===== config.mk =====
export PLATFORM = sky130hd
export DESIGN_NAME = lock_fsm_multi
export DESIGN_NICKNAME = d
export VERILOG_FILES = /design/src/rtl/lock_pkg.sv /design/src/rtl/lock_tick_gen.sv /design/src/rtl/lock_fsm_multi.sv
export SDC_FILE = /design/constraint.sdc
export NUM_CORES = 1
export LEC_CHECK = 0
export ABC_AREA = 1
export CAP_MARGIN = 25
export CORE_ASPECT_RATIO = 0.7
export CORE_MARGIN = 2
export CORE_UTILIZATION = 32
export CTS_CLUSTER_SIZE = 25
export DETAILED_ROUTE_END_ITERATION = 12
export PLACE_DENSITY = 0.56
export SLEW_MARGIN = 15
export SYNTH_ARGS = -nofsm -noshare
export SYNTH_HDL_FRONTEND = slang
export SYNTH_HIERARCHICAL = 1
export SYNTH_SLANG_ARGS = --single-unit

===== constraint.sdc =====
create_clock -name hw_clk -period 2.7 [get_ports hw_clk]
set_input_delay 0.27 -clock hw_clk [delete_from_list [all_inputs] [get_ports hw_clk]]
set_output_delay 0.27 -clock hw_clk [all_outputs]
set_load 0.005 [all_outputs]

===== src/rtl/lock_pkg.sv =====
// Shared definitions for the keypad lock family: state encoding, LED/relay polarity.
// Pure declarations; no logic, no latency.
package lock_pkg;

    typedef enum logic [2:0] {
        S_LOCKED   = 3'd0,
        S_ENTRY    = 3'd1,
        S_CHECK    = 3'd2,
        S_UNLOCKED = 3'd3,
        S_ERROR    = 3'd4,
        S_LOCKOUT  = 3'd5
    } state_t;

    localparam logic LED_ON       = 1'b0;
    localparam logic LED_OFF      = 1'b1;
    localparam logic RELAY_ACTIVE = 1'b0;
    localparam logic RELAY_IDLE   = 1'b1;

    function automatic int max_i(input int a, input int b);
        return (a > b) ? a : b;
    endfunction

endpackage


===== src/rtl/lock_tick_gen.sv =====
// Free-running prescaler: one-cycle tick every TICK_DIV clocks, decoded from the registered count.
// No inputs besides reset, so no backpressure.
module lock_tick_gen #(
    parameter int TICK_DIV = 2_000_000
) (
    input  logic hw_clk,
    input  logic reset,
    output logic tick
);

    localparam int CW = $clog2(TICK_DIV);

    logic [CW-1:0] cnt;

    assign tick = (cnt == CW'(TICK_DIV - 1));

    always_ff @(posedge hw_clk) begin
        if (reset)     cnt <= '0;
        else if (tick) cnt <= '0;
        else           cnt <= cnt + 1'b1;
    end

endmodule


===== src/rtl/lock_fsm_multi.sv =====
// Multi-digit keypad lock: edge-detected buttons drive the FSM; a press acts on the edge it registers.
// Outputs are a combinational decode of registered state; buttons are never stalled, excess presses are dropped.
module lock_fsm_multi
    import lock_pkg::*;
#(
    parameter int                          DIGITS         = 4,
    parameter int                          DIGIT_W        = 2,
    parameter logic [DIGITS*DIGIT_W-1:0]   PASSWORD       = 8'h9C,
    parameter int                          TICK_DIV       = 2_000_000,
    parameter int                          UNLOCK_TICKS   = 100,
    parameter int                          ENTRY_TIMEOUT  = 300,
    parameter int                          MAX_FAILS      = 3,
    parameter int                          LOCKOUT_TICKS  = 600,
    parameter int                          BUZZ_OK_TICKS  = 10,
    parameter int                          BUZZ_ERR_TICKS = 25
) (
    input  logic                                       hw_clk,
    input  logic                                       reset,
    input  logic                                       btn_inc,
    input  logic                                       btn_next,
    input  logic                                       btn_enter,
    output logic                                       led_red,
    output logic                                       led_green,
    output logic                                       led_blue,
    output logic                                       buzzer,
    output logic                                       relay_ctrl,
    output logic [((DIGITS > 1) ? $clog2(DIGITS) : 1)-1:0] digit_idx,
    output logic [DIGIT_W-1:0]                         digit_val,
    output logic [$clog2(MAX_FAILS+1)-1:0]             fail_count
);

    localparam int IDX_W  = (DIGITS > 1) ? $clog2(DIGITS) : 1;
    localparam int FAIL_W = $clog2(MAX_FAILS + 1);
    localparam int CODE_W = DIGITS * DIGIT_W;
    localparam int TMR_W  = $clog2(max_i(max_i(UNLOCK_TICKS, ENTRY_TIMEOUT), LOCKOUT_TICKS) + 1);
    localparam int BUZZ_W = $clog2(max_i(BUZZ_OK_TICKS, BUZZ_ERR_TICKS) + 1);

    state_t              state, state_nxt;
    logic                inc_d, next_d, enter_d;
    logic [CODE_W-1:0]   code, code_nxt;
    logic [IDX_W-1:0]    idx, idx_nxt;
    logic [FAIL_W-1:0]   fail, fail_nxt;
    logic [TMR_W-1:0]    tmr;
    logic [BUZZ_W-1:0]   buzz;
    logic                tick;

    lock_tick_gen #(.TICK_DIV(TICK_DIV)) u_tick (
        .hw_clk (hw_clk),
        .reset  (reset),
        .tick   (tick)
    );

    logic p_inc, p_next, p_enter, any_press, do_next, do_inc, code_ok, timed;

    assign p_inc     = btn_inc   & ~inc_d;
    assign p_next    = btn_next  & ~next_d;
    assign p_enter   = btn_enter & ~enter_d;
    assign any_press = p_inc | p_next | p_enter;
    assign do_next   = p_next & ~p_enter;
    assign do_inc    = p_inc & ~p_next & ~p_enter;
    assign code_ok   = (code == PASSWORD);
    assign timed     = (state == S_ENTRY) || (state == S_UNLOCKED) || (state == S_LOCKOUT);

    always_comb begin
        state_nxt = state;
        code_nxt  = code;
        idx_nxt   = idx;
        fail_nxt  = fail;
        case (state)
            S_LOCKED: if (p_enter) state_nxt = S_ENTRY;
            S_ENTRY: begin
                if (p_enter) begin
                    state_nxt = S_CHECK;
                end else if (do_next) begin
                    if (idx != IDX_W'(DIGITS - 1)) idx_nxt = idx + 1'b1;
                end else if (do_inc) begin
                    for (int i = 0; i < DIGITS; i++) begin
                        if (idx == IDX_W'(i))
                            code_nxt[i*DIGIT_W +: DIGIT_W] = code[i*DIGIT_W +: DIGIT_W] + 1'b1;
                    end
                end else if (tmr == TMR_W'(ENTRY_TIMEOUT)) begin
                    state_nxt = S_LOCKED;
                end
            end
            S_CHECK: begin
                if (code_ok) begin
                    state_nxt = S_UNLOCKED;
                    fail_nxt  = '0;
                end else begin
                    fail_nxt  = fail + 1'b1;
                    state_nxt = (fail_nxt == FAIL_W'(MAX_FAILS)) ? S_LOCKOUT : S_ERROR;
                end
            end
            S_UNLOCKED: if (p_enter || tmr == TMR_W'(UNLOCK_TICKS)) state_nxt = S_LOCKED;
            S_ERROR:    if (p_enter) state_nxt = S_LOCKED;
            S_LOCKOUT: begin
                if (tmr == TMR_W'(LOCKOUT_TICKS)) begin
                    state_nxt = S_LOCKED;
                    fail_nxt  = '0;
                end
            end
            default: state_nxt = S_LOCKED;
        endcase
        // The code only lives while in ENTRY/CHECK; a fresh ENTRY always starts blank.
        if ((state_nxt != S_ENTRY && state_nxt != S_CHECK) ||
            (state != S_ENTRY && state_nxt == S_ENTRY)) begin
            code_nxt = '0;
            idx_nxt  = '0;
        end
    end

    always_ff @(posedge hw_clk) begin
        if (reset) begin
            state   <= S_LOCKED;
            inc_d   <= 1'b0;
            next_d  <= 1'b0;
            enter_d <= 1'b0;
            code    <= '0;
            idx     <= '0;
            fail    <= '0;
            tmr     <= '0;
            buzz    <= '0;
        end else begin
            state   <= state_nxt;
            inc_d   <= btn_inc;
            next_d  <= btn_next;
            enter_d <= btn_enter;
            code    <= code_nxt;
            idx     <= idx_nxt;
            fail    <= fail_nxt;
            if (state_nxt != state)                 tmr <= '0;
            else if (state == S_ENTRY && any_press) tmr <= '0;
            else if (tick && timed)                 tmr <= tmr + 1'b1;
            if (state == S_CHECK)
                buzz <= code_ok ? BUZZ_W'(BUZZ_OK_TICKS) : BUZZ_W'(BUZZ_ERR_TICKS);
            else if (tick && buzz != '0)
                buzz <= buzz - 1'b1;
        end
    end

    always_comb begin
        led_red   = LED_OFF;
        led_green = LED_OFF;
        led_blue  = LED_OFF;
        case (state)
            S_LOCKED:   led_red   = LED_ON;
            S_ENTRY:    led_blue  = LED_ON;
            S_UNLOCKED: led_green = LED_ON;
            S_ERROR: begin
                led_red  = LED_ON;
                led_blue = LED_ON;
            end
            S_LOCKOUT:  led_red   = tmr[0] ? LED_OFF : LED_ON;
            default: ;
        endcase
        digit_val = '0;
        for (int i = 0; i < DIGITS; i++) begin
            if (idx == IDX_W'(i)) digit_val = code[i*DIGIT_W +: DIGIT_W];
        end
    end

    assign buzzer     = (buzz != '0);
    assign relay_ctrl = (state == S_UNLOCKED) ? RELAY_ACTIVE : RELAY_IDLE;
    assign digit_idx  = idx;
    assign fail_count = fail;

endmodule


==> flow_summary.toml, run 1 <==
[sta]
worst_pin_slew_ns = 0.484
finalHoldViolCount = 0
finalSetupTns_ns = 0
maxSlewViolCount = 0
timing.final.crit_share_pct = 80.8
relSlewSlack_pct = 67.7
finalWorstSetupSlack_ns = 0.519
setup_violations = 0
grt_setup_unrepaired = "no"
fmaxAchievable_mhz = 458
finClkSkew_ns = 0.0103
period_minus_slack_ns = 2.18

[critical_path]
cp_max_fo = 5
cp-end-kind = "output pin"
crit_type = "reg2out"
cp-start-kind = "flop"
cp_common_cell = "inv_1"
worstPathCellList = "inv_1 > ha_1 > inv_1 > o211ai_1 > a22oi_1 > clkdlybuf4s50_1"
slowest_stage = "clkdlybuf4s50_1"
crit_family = "buffers and inverters"
reg2reg_depth = 10
r2r-start = "u_tick/cnt[0]"
required_ns = 2.43
slowest_delay_ns = 0.53
cp.arrival_ns = 1.91
rr_endpoint = "tmr[7]"
crit_start = "digit_idx[0]"
cp_num_buf_inv = 3
r2r_slack_ns = 0.54

[drt]
vias = 2738
dr.pass1.iters = 4
vias_per_cell = 4.66
wl_met2_um = 2590
ant_nets = 0
met1_length_um = 3540
wl_um = 6600
drc = 0
dr.first_iter.drc_count = 192
met3WireLength_um = 388
post_drt_wl_per_cell_um = 11.2
top_layer_used = "met4"

[placed_design]
pre_cts_slack_ns = 0.572
dp_hpwl_um = 5140
portBuffers = 15
gp_congestion = 0.855

[synth]
synth_area_leaders = "dfxtp_1 (35%), nor2_1 (11%), nand2_1 (9.6%)"
syn_inst = 444
yosys.area.top_type = "dfxtp_1"
syn-num-nets = 463
synth_top_area_share_pct = 35.3
syn-cell-area_um2 = 3060
yosysUniqueCellTypes = 38
ys_ff_latch = 54
synth-seq-area-share_pct = 35.3
synth.avg_cell_area_um2 = 6.90
ys_warn_count = 6

[power]
max-vdd-ir-drop_uv = 213
leakagePower_nw = 1.31
total_power_mw = 1.54
pwr_density_cell_nw_per_um2 = 441

[layout]
nets = 482
seq_area_um2 = 1080
area_growth_pct = 13.5
multiInputGateArea_um2 = 1710
mostFrequentLayoutCells = "nor2_1 (90), nand2_1 (78), inv_1 (61)"
nFillCells = 964
num_antenna_cells = 0
final_util_pct = 37.9
drive_gt1_share_pct = 5.83
mostFrequentLayoutCell = "nor2_1"

[clock_tree]
cts-htree-levels = 2
root_buffer = "clkbuf_16"
holdBufCountCts = 0
clockBufferDepth = 2
cts_tree = "yes"
clk_latency_ns = 0.29
clk_pin_slew_ns = 0.07
clkSinkCount = 54
numCtsBuffers = 5
cts_setup_buffers = 0
ctsResizeCount = 0

[floorplan]
core_um2 = 9180
die_w_um = 121
ios = 16
die_area_um2 = 10400
rows = 29
start_util_pct = 33.4
die_height_um = 85.9

[grt]
antenna_found_initial = 0
track_usage_pct = 14.0
grt.overflow.total = 0
grt_max_degree = 17
grt_pass1_vias = 2502
grt_pass1_wl_um = 11800

[hold_path]
min_to = "u_tick/cnt[0]"
hold_class = "reg2reg"
hp-start = "u_tick/cnt[0]"
hold_depth = 1

[run]
cap_viol_max_count = 0

[run_status]
status = "finished, final reports clean"
[cells in the mapped netlist, drive strengths merged]
cell type   n
a211oi      2
a21oi      33
a22oi       1
a31oi       2
and2        1
and3        1
buf         3
clkbuf      1
dfxtp      54
ha         14
inv        64
nand2      84
nand2b      1
nand3      29
nand4      12
nor2       92
nor3        6
nor3b       1
nor4        1
o211ai      3
o21ai      11
o221a       1
o31a        1
or2         5
or3         1
xnor2       2
xor2       18
[layout make-up]
cell class                      count  area share [%]
Sequential cell                    54            31.1
Multi-Input combinational cell    322            49.2
Inverter                           64            6.91
Tap cell                          124            4.46
Timing Repair Buffer               16            4.53
Clock buffer                        7            3.81
[worst max-delay path by stage]
stage | to | slack (ns) | cells past startpoint
2_1_floorplan | tmr[5] | 0.80 | 10
3_3_place_gp | tmr[7] | 0.65 | 10
3_5_place_dp | tmr[7] | 0.57 | 10
4_1_cts | digit_val[0] | 0.50 | 6
5_1_grt | tmr[7] | 0.31 | 10
6_report | digit_val[0] | 0.52 | 6
[cell families (layout without fill, tap and decap cells)]
family                     after synthesis  count (layout)  share of synthesized area [%]
DFF                                     54              54                           35.3
AOI/OAI and AO/OA                       54              54                           10.0
xor gates and xnor gates                20              20                           5.72
adders and majority gates               14              14                           5.72
and+or+nand+nor                        234             234                           34.4
buffers and inverters                   68              87                           8.86
[report_power, final]
group / internal [mW] / switching, mW
Clock: 0.340 / 0.273
Sequential: 0.807 / 0.00868
Combinational: 0.0421 / 0.0647
[layer usage]
metal,global-route usage [%],up-vias
li1,-,1453
met3,3.19,8
met4,4.33,0
met1,21.2,1226
met2,19.4,51
met5,0,-
[sequential cells by signal, indices dropped and copies added, names as in the netlist]
register,flops
tmr,10
next_d,1
digit_idx,2
u_tick/cnt,21
state,3
enter_d,1
inc_d,1
fail_count,2
code,8
buzz,5
[stage by stage]
step	instance area, um^2	hold slack, ns	instances
2_1_floorplan	3060	0.377	444
3_3_place_gp	3350	0.445	580
3_5_place_dp	3350	0.453	580
4_1_cts	3480	0.470	587
5_1_grt	3480	0.512	587
6_report	3480	0.466	587
(Power assumes the default switching activity.)
==> inputs of run 2 (changes only) <==
--- a/config.mk
+++ b/config.mk
@@ -12,7 +12,7 @@
 export CORE_UTILIZATION = 32
 export CTS_CLUSTER_SIZE = 25
 export DETAILED_ROUTE_END_ITERATION = 12
-export PLACE_DENSITY = 0.56
+export PLACE_DENSITY = 0.58
 export SLEW_MARGIN = 15
 export SYNTH_ARGS = -nofsm -noshare
 export SYNTH_HDL_FRONTEND = slang
==> constraint.sdc (replaced) <==
create_clock -name hw_clk -period 1.9 [get_ports hw_clk]
set_input_delay 0.19 -clock hw_clk [delete_from_list [all_inputs] [get_ports hw_clk]]
set_output_delay 0.19 -clock hw_clk [all_outputs]
set_load 0.005 [all_outputs]
==> run 2 against run 1 <==
Critical path depth is 3 higher; final cell count is 4.8% higher; power is 55% higher; utilization is 3.5 points higher; routed wire length is 10% higher; clock skew is 0.0020 ns lower; register-to-register slack worse by 0.44 ns; clock power is 70% higher; flip-flop and latch count stayed put; count of clock-buffer cells in the layout is 1 lower; global-route usage is 0.60 points higher.
==> flow_summary.toml, run 2 (synthesis results as in run 1) <==
[floorplan]
rows = 29
ios = 16
die_height_um = 85.9
die_w_um = 121
start_util_pct = 33.4
die_area_um2 = 10400
core_um2 = 9180

[layout]
final_cells = 615
mostFrequentLayoutCells = "nor2_1 (85), nand2_1 (77), inv_1 (58)"
area_growth_pct = 24.0
reg.largest.list = "u_tick/cnt: 21 flops, tmr: 10 flops, code: 8 flops"
final_design_area_no_fill_um2 = 3800
drive_gt1_share_pct = 16.1
regMostFlops = "u_tick/cnt"
largest_register_ffs = 21
num_antenna_cells = 0
final_util_pct = 41.4
nets = 509
mostFrequentLayoutCell = "nor2_1"

[sta]
relSlewSlack_pct = 78.3
period_minus_slack_ns = 1.80
finalHoldViolCount = 0
finClkSkew_ns = 0.00835
maxSlewViolCount = 0
worst_pin_slew_ns = 0.324
setup_violations = 0
timing.final.crit_share_pct = 95.0
fmaxAchievable_mhz = 554

[critical_path]
crit_start = "code[4]"
rr_endpoint = "tmr[8]"
slowest_stage = "dfxtp_1"
required_ns = 2.14
slowest_delay_ns = 0.41
cp_num_buf_inv = 0
cp.arrival_ns = 2.04
cp_common_cell = "nand2_1"
cp-end-kind = "flop"
worstPathCellList = "ha_1 > nand4_1 > nand2_1 > nand2_1 > a21oi_1 > nand3_1 > nor2_4 > nand2_2 > nor2_1"
r2r-start = "code[4]"
crit_type = "reg2reg"
cp_max_fo = 5
crit_family = "simple AND/OR/NAND/NOR gates"
reg2reg_depth = 9
r2r_slack_ns = 0.1
cp-start-kind = "flop"

[grt]
grt_max_degree = 17
track_usage_pct = 14.6
grt_pass1_wl_um = 12000
grt.overflow.total = 0
grt_pass1_vias = 2544
antenna_found_initial = 0

[hold_path]
hold_class = "in2reg"
min_to = "enter_d"
hold_depth = 3
hp-start = "btn_enter"

[placed_design]
dpl.cell_count = 604
portBuffers = 15
gp_congestion = 0.930
dp_hpwl_um = 5530
placed_area_um2 = 3530

[drt]
vias_per_cell = 4.67
drc = 0
post_drt_wl_per_cell_um = 11.8
ant_nets = 0
dr.first_iter.drc_count = 169
dr.pass1.iters = 4
vias = 2871
wl_um = 7280

[run]
cap_viol_max_count = 0

[clock_tree]
clk_latency_ns = 0.30
numCtsBuffers = 5
clkSinkCount = 54
clk_pin_slew_ns = 0.07
clockBufferDepth = 2
cts-htree-levels = 2
root_buffer = "clkbuf_16"
cts_tree = "yes"

[power]
total_power_mw = 2.39
leakagePower_nw = 1.50
pwr_density_cell_nw_per_um2 = 628
max-vdd-ir-drop_uv = 381

[run_status]
status = "finished, final reports clean"
[run 2: cell type report]
cell class,instances,area (um^2)
tap,124,155
multi-input combinational,323,1790
timing repair buffer,42,350
inverter,64,240
fill,933,5380
sequential,54,1090
clock inverter,2,37.5
clock buffer,6,129
[run 2: worst register-to-register path, stage by stage (launching register included)]
cell and delay, ns:
dfxtp_1 0.41, ha_1 0.23, nand4_1 0.23, nand2_1 0.18
nand2_1 0.09, a21oi_1 0.12, nand3_1 0.13, nor2_4 0.15
nand2_2 0.11, nor2_1 0.10
[run 2: power breakdown]
part	internal, mW	switching [mW]	total (mW)	leakage, nW
sequential	1.15	0.0139	1.16	0.440
combinational	0.0762	0.106	0.183	0.987
clock	0.623	0.421	1.04	0.0771
total	1.85	0.541	2.39	1.50
[run 2: through the flow]
| step | worst slack [ns] | hold WS, ns | setup TNS [ns] |
|---|---|---|---|
| CTS | 0.00842 | 0.424 | 0 |
| finish | 0.0957 | 0.436 | 0 |
| detailed placement | -0.00361 | 0.475 | -0.00361 |
| global placement | 0.0707 | 0.468 | 0 |
| global route | -0.0278 | 0.441 | -0.162 |
| floorplan | 0.00314 | 0.297 | 0 |
[run 2: worst max path at each step]
stage	slack, ns	to	cells after the start
floorplan	0.003	tmr[5]	10
global placement	0.07	tmr[6]	8
detailed placement	-0.004	tmr[5]	10
CTS	0.008	led_blue	5
global route	-0.03	tmr[2]	9
finish	0.1	tmr[8]	9
[run 2: repair_timing]
action,4_1_cts,5_1_grt
gates cloned,0,1
pin swaps,1,8
endpoints found under the setup margin,6,16
setup buffers,0,2
gates resized for setup,8,25
hold buffers,0,0
[run 2: per-layer routing]
layer,track usage [%],vias up,wire [um],part of all wire [%]
met5,0,-,0,0
met2,20.2,41,2850,39
met3,3.39,8,299,4.1
met1,22.4,1302,4050,56
li1,-,1520,-,-
met4,3.81,0,77,1.1
